===== config.mk =====
export PLATFORM = sky130hd
export DESIGN_NAME = alu_issue_ctrl_flat
export DESIGN_NICKNAME = d
export VERILOG_FILES = /design/src/rtl/alu_issue_ctrl_if.sv /design/src/rtl/alu_issue_ctrl.sv /design/src/flat_wrapper.sv
export SDC_FILE = /design/constraint.sdc
export NUM_CORES = 1
export LEC_CHECK = 0
export ABC_AREA = 1
export CELL_PAD_IN_SITES_DETAIL_PLACEMENT = 2
export CELL_PAD_IN_SITES_GLOBAL_PLACEMENT = 2
export CORE_UTILIZATION = 18
export DETAILED_ROUTE_END_ITERATION = 7
export PLACE_DENSITY_LB_ADDON = 0.15
export SYNTH_ARGS = -nofsm -noshare
export SYNTH_HDL_FRONTEND = slang
export SYNTH_SLANG_ARGS = --single-unit

===== constraint.sdc =====
create_clock -name clk -period 1.4 [get_ports clk]
set_input_delay 0.21 -clock clk [delete_from_list [all_inputs] [get_ports clk]]
set_output_delay 0.21 -clock clk [all_outputs]
set_load 0.03 [all_outputs]

===== src/rtl/alu_issue_ctrl_if.sv =====
// Handshake, operand and ALU bus shared by alu_issue_ctrl and its environment.
interface alu_issue_ctrl_if #(
  parameter int n = 32
);
  logic         in_valid;
  logic         in_ready;
  logic [31:0]  instr;
  logic [n-1:0] rs1_val;
  logic [n-1:0] rs2_val;
  logic [n-1:0] imm;
  logic [n-1:0] pc;
  logic [n-1:0] alu_a;
  logic [n-1:0] alu_b;
  logic [3:0]   alu_sel;
  logic [n-1:0] alu_result;
  logic         alu_zero;
  logic         out_valid;
  logic         out_ready;
  logic [n-1:0] result;
  logic         zero;
  logic         illegal;
  logic         taken;

  modport slave (
    input  in_valid, instr, rs1_val, rs2_val, imm, pc, alu_result, alu_zero, out_ready,
    output in_ready, alu_a, alu_b, alu_sel, out_valid, result, zero, illegal, taken
  );

  modport master (
    output in_valid, instr, rs1_val, rs2_val, imm, pc, alu_result, alu_zero, out_ready,
    input  in_ready, alu_a, alu_b, alu_sel, out_valid, result, zero, illegal, taken
  );
endinterface


===== src/rtl/alu_issue_ctrl.sv =====
// Issue controller: decodes one RISC-V ALU instruction, drives an external combinational ALU
// and returns its result. Defining ALU_ISSUE_BRANCH_EN adds beq/bne decode and the taken flag.
module alu_issue_ctrl #(
  parameter int n = 32
) (
  input logic             clk,
  input logic             rst,
  alu_issue_ctrl_if.slave bus
);

  typedef enum logic [1:0] {
    IDLE    = 2'd0,
    ISSUE   = 2'd1,
    CAPTURE = 2'd2,
    DONE    = 2'd3
  } state_t;

  localparam logic [3:0] SEL_AND   = 4'b0000;
  localparam logic [3:0] SEL_OR    = 4'b0001;
  localparam logic [3:0] SEL_ADD   = 4'b0010;
  localparam logic [3:0] SEL_AUIPC = 4'b0011;
  localparam logic [3:0] SEL_SUB   = 4'b0110;
  localparam logic [3:0] SEL_NOP   = 4'b1111;

  localparam logic [6:0] OP_R      = 7'b0110011;
  localparam logic [6:0] OP_I      = 7'b0010011;
  localparam logic [6:0] OP_AUIPC  = 7'b0010111;
  localparam logic [6:0] OP_BRANCH = 7'b1100011;

  typedef struct packed {
    logic       legal;
    logic [3:0] sel;
    logic       a_pc;
    logic       b_imm;
    logic       branch;
    logic       bne;
  } dec_t;

  // R-type checks the whole funct7 so M-extension and shift encodings fall out as illegal.
  function automatic dec_t decode(input logic [31:0] ins);
    dec_t d;
    d     = '0;
    d.sel = SEL_NOP;
    case (ins[6:0])
      OP_R: begin
        d.legal = 1'b1;
        case ({ins[31:25], ins[14:12]})
          {7'b0000000, 3'b000}: d.sel = SEL_ADD;
          {7'b0100000, 3'b000}: d.sel = SEL_SUB;
          {7'b0000000, 3'b111}: d.sel = SEL_AND;
          {7'b0000000, 3'b110}: d.sel = SEL_OR;
          default: begin
            d.legal = 1'b0;
            d.sel   = SEL_NOP;
          end
        endcase
      end
      OP_I: begin
        d.legal = 1'b1;
        d.b_imm = 1'b1;
        case (ins[14:12])
          3'b000:  d.sel = SEL_ADD;
          3'b111:  d.sel = SEL_AND;
          3'b110:  d.sel = SEL_OR;
          default: begin
            d.legal = 1'b0;
            d.sel   = SEL_NOP;
          end
        endcase
      end
      OP_AUIPC: begin
        d.legal = 1'b1;
        d.sel   = SEL_AUIPC;
        d.a_pc  = 1'b1;
        d.b_imm = 1'b1;
      end
`ifdef ALU_ISSUE_BRANCH_EN
      OP_BRANCH: begin
        d.legal  = 1'b1;
        d.branch = 1'b1;
        d.sel    = SEL_SUB;
        case (ins[14:12])
          3'b000:  d.bne = 1'b0;
          3'b001:  d.bne = 1'b1;
          default: begin
            d.legal  = 1'b0;
            d.branch = 1'b0;
            d.sel    = SEL_NOP;
          end
        endcase
      end
`endif
      default: d.legal = 1'b0;
    endcase
    return d;
  endfunction

  state_t       r_state;
  state_t       w_next;
  dec_t         w_dec;
  logic         w_accept;
  logic         w_capture;
  logic         r_in_ready;
  logic         r_out_valid;
  logic [n-1:0] r_alu_a;
  logic [n-1:0] r_alu_b;
  logic [3:0]   r_alu_sel;
  logic [n-1:0] r_result;
  logic         r_zero;
  logic         r_illegal;
  logic         w_unused;

  assign w_dec     = decode(bus.instr);
  assign w_accept  = bus.in_valid & r_in_ready & (r_state == IDLE);
  assign w_capture = (r_state == CAPTURE);

  always_ff @(posedge clk or negedge rst) begin
    if (!rst) begin
      r_state <= IDLE;
    end else begin
      r_state <= w_next;
    end
  end

  always_comb begin
    w_next = r_state;
    case (r_state)
      IDLE: begin
        if (w_accept) begin
          w_next = w_dec.legal ? ISSUE : DONE;
        end else begin
          w_next = IDLE;
        end
      end
      ISSUE:   w_next = CAPTURE;
      CAPTURE: w_next = DONE;
      DONE: begin
        if (bus.out_ready) begin
          w_next = IDLE;
        end else begin
          w_next = DONE;
        end
      end
      default: w_next = IDLE;
    endcase
  end

  // Handshake flags mirror the next state so they are registered yet track the FSM exactly.
  always_ff @(posedge clk or negedge rst) begin
    if (!rst) begin
      r_in_ready  <= 1'b0;
      r_out_valid <= 1'b0;
    end else begin
      r_in_ready  <= (w_next == IDLE);
      r_out_valid <= (w_next == DONE);
    end
  end

  // Operands are held through CAPTURE so the ALU output is still valid when sampled.
  always_ff @(posedge clk or negedge rst) begin
    if (!rst) begin
      r_alu_a   <= '0;
      r_alu_b   <= '0;
      r_alu_sel <= SEL_NOP;
    end else begin
      case (w_next)
        ISSUE: begin
          r_alu_a   <= w_dec.a_pc  ? bus.pc  : bus.rs1_val;
          r_alu_b   <= w_dec.b_imm ? bus.imm : bus.rs2_val;
          r_alu_sel <= w_dec.sel;
        end
        CAPTURE: begin
          r_alu_a   <= r_alu_a;
          r_alu_b   <= r_alu_b;
          r_alu_sel <= r_alu_sel;
        end
        default: begin
          r_alu_a   <= '0;
          r_alu_b   <= '0;
          r_alu_sel <= SEL_NOP;
        end
      endcase
    end
  end

  always_ff @(posedge clk or negedge rst) begin
    if (!rst) begin
      r_result  <= '0;
      r_zero    <= 1'b0;
      r_illegal <= 1'b0;
    end else if (w_accept) begin
      r_result  <= '0;
      r_zero    <= 1'b0;
      r_illegal <= ~w_dec.legal;
    end else if (w_capture) begin
      r_result  <= bus.alu_result;
      r_zero    <= bus.alu_zero;
      r_illegal <= 1'b0;
    end else begin
      r_result  <= r_result;
      r_zero    <= r_zero;
      r_illegal <= r_illegal;
    end
  end

`ifdef ALU_ISSUE_BRANCH_EN
  logic r_branch;
  logic r_bne;
  logic r_taken;

  // Branch kind is latched at acceptance; the outcome comes from the ALU zero flag in CAPTURE.
  always_ff @(posedge clk or negedge rst) begin
    if (!rst) begin
      r_branch <= 1'b0;
      r_bne    <= 1'b0;
      r_taken  <= 1'b0;
    end else if (w_accept) begin
      r_branch <= w_dec.legal & w_dec.branch;
      r_bne    <= w_dec.bne;
      r_taken  <= 1'b0;
    end else if (w_capture) begin
      r_branch <= r_branch;
      r_bne    <= r_bne;
      r_taken  <= r_branch & (r_bne ? ~bus.alu_zero : bus.alu_zero);
    end else begin
      r_branch <= r_branch;
      r_bne    <= r_bne;
      r_taken  <= r_taken;
    end
  end

  assign bus.taken = r_taken;
  assign w_unused  = ^{bus.instr[24:15], bus.instr[11:7]};
`else
  assign bus.taken = 1'b0;
  assign w_unused  = ^{bus.instr[24:15], bus.instr[11:7], w_dec.branch, w_dec.bne};
`endif

  assign bus.in_ready  = r_in_ready;
  assign bus.out_valid = r_out_valid;
  assign bus.alu_a     = r_alu_a;
  assign bus.alu_b     = r_alu_b;
  assign bus.alu_sel   = r_alu_sel;
  assign bus.result    = r_result;
  assign bus.zero      = r_zero;
  assign bus.illegal   = r_illegal;

endmodule


===== src/flat_wrapper.sv =====
// flat-port wrapper written by rule: the top's interface ports become plain ports
module alu_issue_ctrl_flat 
#(
  parameter int n = 32
)
  (clk, rst, bus_in_valid, bus_instr, bus_rs1_val, bus_rs2_val, bus_imm, bus_pc, bus_alu_result, bus_alu_zero, bus_out_ready, bus_in_ready, bus_alu_a, bus_alu_b, bus_alu_sel, bus_out_valid, bus_result, bus_zero, bus_illegal, bus_taken);
  alu_issue_ctrl_if #(.n(n)) bus_i ();
  input logic clk;
  input logic rst;
  input wire logic [$bits(bus_i.in_valid)-1:0] bus_in_valid;
  input wire logic [$bits(bus_i.instr)-1:0] bus_instr;
  input wire logic [$bits(bus_i.rs1_val)-1:0] bus_rs1_val;
  input wire logic [$bits(bus_i.rs2_val)-1:0] bus_rs2_val;
  input wire logic [$bits(bus_i.imm)-1:0] bus_imm;
  input wire logic [$bits(bus_i.pc)-1:0] bus_pc;
  input wire logic [$bits(bus_i.alu_result)-1:0] bus_alu_result;
  input wire logic [$bits(bus_i.alu_zero)-1:0] bus_alu_zero;
  input wire logic [$bits(bus_i.out_ready)-1:0] bus_out_ready;
  output wire logic [$bits(bus_i.in_ready)-1:0] bus_in_ready;
  output wire logic [$bits(bus_i.alu_a)-1:0] bus_alu_a;
  output wire logic [$bits(bus_i.alu_b)-1:0] bus_alu_b;
  output wire logic [$bits(bus_i.alu_sel)-1:0] bus_alu_sel;
  output wire logic [$bits(bus_i.out_valid)-1:0] bus_out_valid;
  output wire logic [$bits(bus_i.result)-1:0] bus_result;
  output wire logic [$bits(bus_i.zero)-1:0] bus_zero;
  output wire logic [$bits(bus_i.illegal)-1:0] bus_illegal;
  output wire logic [$bits(bus_i.taken)-1:0] bus_taken;
  assign bus_i.in_valid = bus_in_valid;
  assign bus_i.instr = bus_instr;
  assign bus_i.rs1_val = bus_rs1_val;
  assign bus_i.rs2_val = bus_rs2_val;
  assign bus_i.imm = bus_imm;
  assign bus_i.pc = bus_pc;
  assign bus_i.alu_result = bus_alu_result;
  assign bus_i.alu_zero = bus_alu_zero;
  assign bus_i.out_ready = bus_out_ready;
  assign bus_in_ready = bus_i.in_ready;
  assign bus_alu_a = bus_i.alu_a;
  assign bus_alu_b = bus_i.alu_b;
  assign bus_alu_sel = bus_i.alu_sel;
  assign bus_out_valid = bus_i.out_valid;
  assign bus_result = bus_i.result;
  assign bus_zero = bus_i.zero;
  assign bus_illegal = bus_i.illegal;
  assign bus_taken = bus_i.taken;
  alu_issue_ctrl #(.n(n)) u_core (.clk(clk), .rst(rst), .bus(bus_i));
endmodule

**Yosys cells after proc, flatten, opt, wreduce, memory -nomap -nowiden**

Cells that the tools add are included.

- Bits in registers: 106
- Input port bits: 197
- Output and inout bits: 105
- Word-level logic and storage cells: 57

- Eq/ne operators: 14
- Multiplexer cells: 23
- Bitwise operators: 3
- Reductions and logical operators: 8

Operators with widths:

| cell | number |
|---|---|
| $mux W32 | 4 |
| $pmux W32 S2 | 2 |
| $pmux W4 S3 | 2 |
| $eq A10 B3 Y1 const B | 2 |
| $pmux W4 S4 | 1 |
| $eq A7 B5 Y1 const B | 2 |
| $eq A10 B9 Y1 const B | 1 |
| $logic_not A10 Y1 | 1 |
| $eq A2 B2 Y1 const B | 4 |
| $mux W1 | 8 |
| $pmux W2 S4 | 1 |
| $pmux W4 S2 | 1 |
| $eq A7 B6 Y1 const B | 1 |
| $eq A3 B3 Y1 const B | 2 |
| $mux W2 | 3 |
| $eq A2 B1 Y1 const B | 2 |
| $logic_not A2 Y1 | 2 |
| $reduce_or A4 Y1 | 1 |
| $logic_not A3 Y1 | 1 |
| $pmux W1 S3 | 1 |
| $reduce_or A3 Y1 | 1 |
| $and A1 B1 Y1 | 2 |
| $reduce_bool A2 Y1 | 1 |
| $reduce_or A2 Y1 | 1 |
| $not A1 Y1 | 1 |

**Longest topological paths before layout**

- Depth in word-level cells: 9
- Depth in mapped cells: 10
- Mapped depth without buffers: 9

**Worst setup path after synthesis**

No wires, ideal clock.

- Path kind: register -> register
- Start: register u_core.r_in_ready (netlist: u_core.bus.in_ready)
- End: register u_core.r_result[22] (netlist: u_core.bus.result[22])
- Setup time: 121 ps
- Arrival: 1295 ps
- Required time: 1279 ps
- Path slack: -16 ps
- Stages on the path, launching flop included: 6
- Buffers on the path: 1
- Clock period less this slack: 1416 ps
- Path through: dfrtp_1 nand2_1 nor3_2 nor2_1 buf_2 a22o_1

- Cells in the longest elaborated chain, start to end: 3
- Elaborated cells on any way between the ends: 4
- Classes of those cells: mux (1); bitwise (2); reduce/logical (1)

RTL lines:

| element | line | RTL |
|---|---|---|
| start, declared | alu_issue_ctrl.sv:103 | `logic r_in_ready;` |
| start signal, assigned | alu_issue_ctrl.sv:154 | `r_in_ready <= (w_next == IDLE);` |
| $and A1 B1 Y1 (*) (2 in a row) | alu_issue_ctrl.sv:114 | `assign w_accept = bus.in_valid & r_in_ready & (r_state == IDLE);` |
| $mux W32 / $reduce_bool A2 Y1 (equally long branches) | -- |  |
| end signal, assigned | alu_issue_ctrl.sv:196 | `r_result <= bus.alu_result;` |
| end signal, assigned | alu_issue_ctrl.sv:200 | `r_result <= r_result;` |
| end, declared | alu_issue_ctrl.sv:108 | `logic [n-1:0] r_result;` |

Every way passes the cells marked *; elsewhere a longest branch is shown, timed or not.
A chain may end at the register's enable or synchronous reset.

**Worst setup path in the final report**

- Start: register u_core.r_state[1]
- End: register u_core.r_result[13] (netlist: u_core.bus.result[13])

- Cells in the longest elaborated chain, start to end: 3
- Elaborated cells on any way between the ends: 5
- Classes of those cells: eq/ne (1); mux (1); bitwise (1); reduce/logical (2)

RTL lines:

| element | line | RTL |
|---|---|---|
| start, declared | alu_issue_ctrl.sv:98 | `state_t r_state;` |
| start signal, assigned | alu_issue_ctrl.sv:121 | `r_state <= w_next;` |
| $logic_not A2 Y1 | alu_issue_ctrl.sv:114 |  |
| $and A1 B1 Y1 | alu_issue_ctrl.sv:114 |  |
| $mux W32 / $reduce_bool A2 Y1 (equally long branches) | -- |  |

Parallel ways exist; a longest one is shown, timed or not.

==> summary by stage <==
Layout
The area growth from synthesis to layout is 94.71%. The post-layout instance area is 9762 um^2. The final core utilization is 0.3602.

The non-filler instance count after layout is 1309. The net count of the finished layout is 1126. The share of layout cells above drive strength 1 is 0.2141. Fill cells in the final layout number 2977.

Route
The via count normalized by instance count is 4.345. The count of TritonRoute iterations in the first routing pass is 4. In this run, the number of DRC markers left after iteration 0 of detailed routing was 217. After detailed routing, the average wire length per cell comes to 19.46 um. The wire length reported by the detailed router is 25480 um. The detailed-route DRC error count is 0. The routed layout has 5687 vias. The post-route antenna net violation count is 0.

Setup path
The end point of the critical path is u_core.bus.result[13]$_DFFE_PN0P_. The sort of element at the start of the critical path is a flip-flop. The setup check on the worst reg-to-reg path leaves a slack of -0.14 ns.

The critical path is of the reg2reg type. The startpoint of the worst-slack reg-to-reg timing path is u_core.r_state[1]$_DFF_PN0_. The worst setup path startpoint is u_core.r_state[1]$_DFF_PN0_. The end of the worst register-to-register path is u_core.bus.result[13]$_DFFE_PN0P_.

The maximum net fanout on the critical path is 8. STA classifies the critical path endpoint as a flip-flop. Data on the critical path is required at its endpoint by 1.65 ns.

At the worst endpoint, the arrival time is 1.79 ns. For the worst flop-to-flop path, the logic depth is 8.

Run
Across the run, the number of max-cap violations was 0.

Synthesis
Of the total synthesized cell area, the portion taken by XOR and XNOR cells is 0. The commonest cells after synthesis are nor2_1 (155), dfrtp_1 (102), o21ai_0 (92). Measured against the total synthesized area, the mux share comes to 0. Of the total synthesized cell area, the portion taken by full adders, half adders and majority gates is 0. The combinational family with the most area after synthesis is compound AO/OA/AOI/OAI gates. The leading register cell type out of synthesis is dfrtp_1. Yosys mapped a number of flops with a built-in enable equal to 0.

After synthesis, the share of flip-flops with an asynchronous set or reset is 1.000. Of the post-synthesis cell area, the dominant cell type holds 0.5091. The mapped netlist covers 5014 um^2. The simple-gate portion of the synthesized area is 0.2069. The number of different library cells in the post-synthesis netlist is 25.

Among all cell types in the netlist, the one instantiated most often is nor2_1. In the post-synthesis netlist, the biggest area contributors are dfrtp_1 (51%), nor2_1 (12%), o21ai_0 (9.2%). For this run, the register share of the synthesized area comes to 0.5301. The leading area contributor after synthesis is dfrtp_1.

The synthesized-area fraction occupied by ao, oa, aoi and oai cells is 0.2084. The cell count after synthesis came out at 595. Counting flops and latches in the post-synthesis netlist gives 106.

Synthesis produced a netlist with a net count of 792. A synthesized cell averages 8.426 um^2. The Yosys step of the flow raised 0 warnings.

Timing
Setup repair after global routing could not meet its margin everywhere. Across the routed clock network, the largest skew measured is 0.01273 ns. The fmax is 0.6512 GHz.

Subtracting the final worst setup slack from the clock period gives 1.536 ns. The minimum setup slack in the final design is -0.1356 ns. The final setup violation count is 82.

The number of failing hold endpoints at the final stage is 0. In the finished design, the share of the clock period the worst path needs comes to 1.097. Setup total negative slack on the finished layout was measured at -7.554 ns. The final count of pins violating max slew came to 0.

CTS
The clock-pin slew on the worst setup and hold paths is 0.09 ns. The TritonCTS buffer count is 9. The root buffer cell is clkbuf_16.

The CTS tree is yes. The total number of H-tree levels is 3. The number of sinks driven by the clock tree is 106. The largest buffer count on any clock path is 2. For the worst-skew pair, the clock arrives at the later sink with an insertion delay of 0.36 ns.

Place
Before CTS, the worst setup slack after placement is -0.6779 ns. The instance area after placement is 8606 um^2. The global placer's final weighted congestion is 0.7242. The total half-perimeter wirelength after legalization and detailed placement is 16490 um.

Once placement completed, the tool counted placed cells totaling 1249. The count of buffers from port buffering is 285.

Floorplan
The die footprint is 28520 um^2. The region available for standard cell placement spans 27100 um^2. The number of placement rows is 60. The number of ports placed on the die boundary is 302. The width of the die is 168.9 um.

The initial cell density of the core is 0.1850. From bottom edge to top edge, the die measures 168.9 um.

Global route
The number of global-route vias before repair is 6425. The initial antenna violation count is 7. The first-pass GRT wire length is 38450 um. Across every metal layer, demand over resource in global routing totals 0.1774.

Entering global routing, the biggest net connects 65 pins. For this run the aggregate overflow at the end of global routing stands at 0.

Run status
The final reports fail on negative setup slack. The flow ran to the end, but the final reports show violations.

Power
For this design the ratio of total power to cell area is 1376 nW/um^2. IR analysis of the VDD net gives a maximum drop of 0.8345 mV. Summed over all cells, the static leakage comes to 4.475 nW.

Hold path
In this run the worst hold path is classified as in2async.
==> layout make-up <==
class                   instances  area, um^2  share of cell area
diodes                          3       7.507           0.0007690
clock buffers                   9       225.2             0.02307
clock inverters                 7       72.57            0.007434
inverters                      17       71.32            0.007306
multi-input cells             432        2394              0.2452
flip-flops and latches        106        2660              0.2725
well taps                     372       465.4             0.04768
repair buffers                363        3866              0.3961
==> power by group <==
group / internal, W / switching (W) / total, W
clock network: 0.00126 / 0.00135 / 0.00262
registers: 0.00360 / 0.000330 / 0.00393
logic: 0.00313 / 0.00376 / 0.00689
total: 0.00800 / 0.00544 / 0.0134
==> flip-flops by register name, summed over array words and instances (netlist names) <==
signal	count
u_core.bus.out_valid	1
u_core.bus.in_ready	1
u_core.r_state	2
u_core.bus.illegal	1
u_core.bus.result	32
u_core.bus.zero	1
u_core.bus.alu_b	32
u_core.bus.alu_a	32
u_core.bus.alu_sel	4
==> cell usage in the layout, fill, tap and decap left out, types with 4 or more instances in the layout <==
cell type,synthesis,routed
a22o_1,33,33
nand3_1,13,9
clkdlybuf4s15_1,0,21
clkbuf_16,0,12
o21ai_0,92,57
dfstp_2,4,4
o21ai_1,20,19
nor2_1,155,143
buf_16,0,9
buf_4,1,39
inv_2,3,7
o21ai_2,20,54
nand3_2,2,4
nand2_1,83,80
buf_12,0,21
inv_1,14,9
dfrtp_1,102,100
buf_6,1,11
nor2_4,0,10
dlygate4sd2_1,0,91
clkdlybuf4s50_1,0,165
nor2_2,3,5
==> through the flow <==
| step | power (W) | hold slack (ns) |
|---|---|---|
| after CTS | 0.01327 | 0.3877 |
| after global placement | 0.009372 | 0.2402 |
| after global routing | 0.01419 | 0.4080 |
| final | 0.01344 | 0.3797 |
| after floorplan | 0.006848 | -0.08559 |
| after detailed placement | 0.009543 | 0.2398 |
==> metal layers <==
layer | up-vias | part of all wire | global-route usage
met5 | - | 0.0016 | 0
li1 | 2654 | - | -
met1 | 2818 | 0.42 | 0.2179
met3 | 26 | 0.073 | 0.05214
met2 | 183 | 0.49 | 0.3036
met4 | 6 | 0.014 | 0.04229
==> worst min-delay path by stage <==
stage               start                           endpoint  slack, ns  cells after the start
floorplan             rst    u_core.bus.alu_a[0]$_DFFE_PN0P_      -0.09                      0
global placement      rst  u_core.bus.result[11]$_DFFE_PN0P_       0.24                      2
detailed placement    rst  u_core.bus.result[11]$_DFFE_PN0P_       0.24                      2
CTS                   rst   u_core.bus.result[8]$_DFFE_PN0P_       0.39                      3
global route          rst   u_core.bus.result[6]$_DFFE_PN0P_       0.41                      3
finish                rst   u_core.bus.result[5]$_DFFE_PN0P_       0.38                      3
==> critical path: stages, from the launching register on <==
cell,delay (ns)
dfrtp_1,0.42
inv_2,0.10
buf_6,0.11
buf_4,0.12
nor2_4,0.04
buf_6,0.14
buf_12,0.13
buf_16,0.14
a22o_1,0.23
==> kinds of logic after synthesis <==
logic type | Yosys count
buffers and inverters | 57
DFF | 106
AOI/OAI and AO/OA | 169
and+or+nand+nor | 262
other | 1
==> what timing repair did <==
item                                    4_1_cts  5_1_grt
hold buffers                                  1        0
pin swaps                                    27       29
endpoints found under the hold margin       102        0
endpoints found under the setup margin      180      122
setup buffers                                25       10
resized for setup                           237       60
gates cloned                                 16        3
Power figures use the tool's default switching activity.
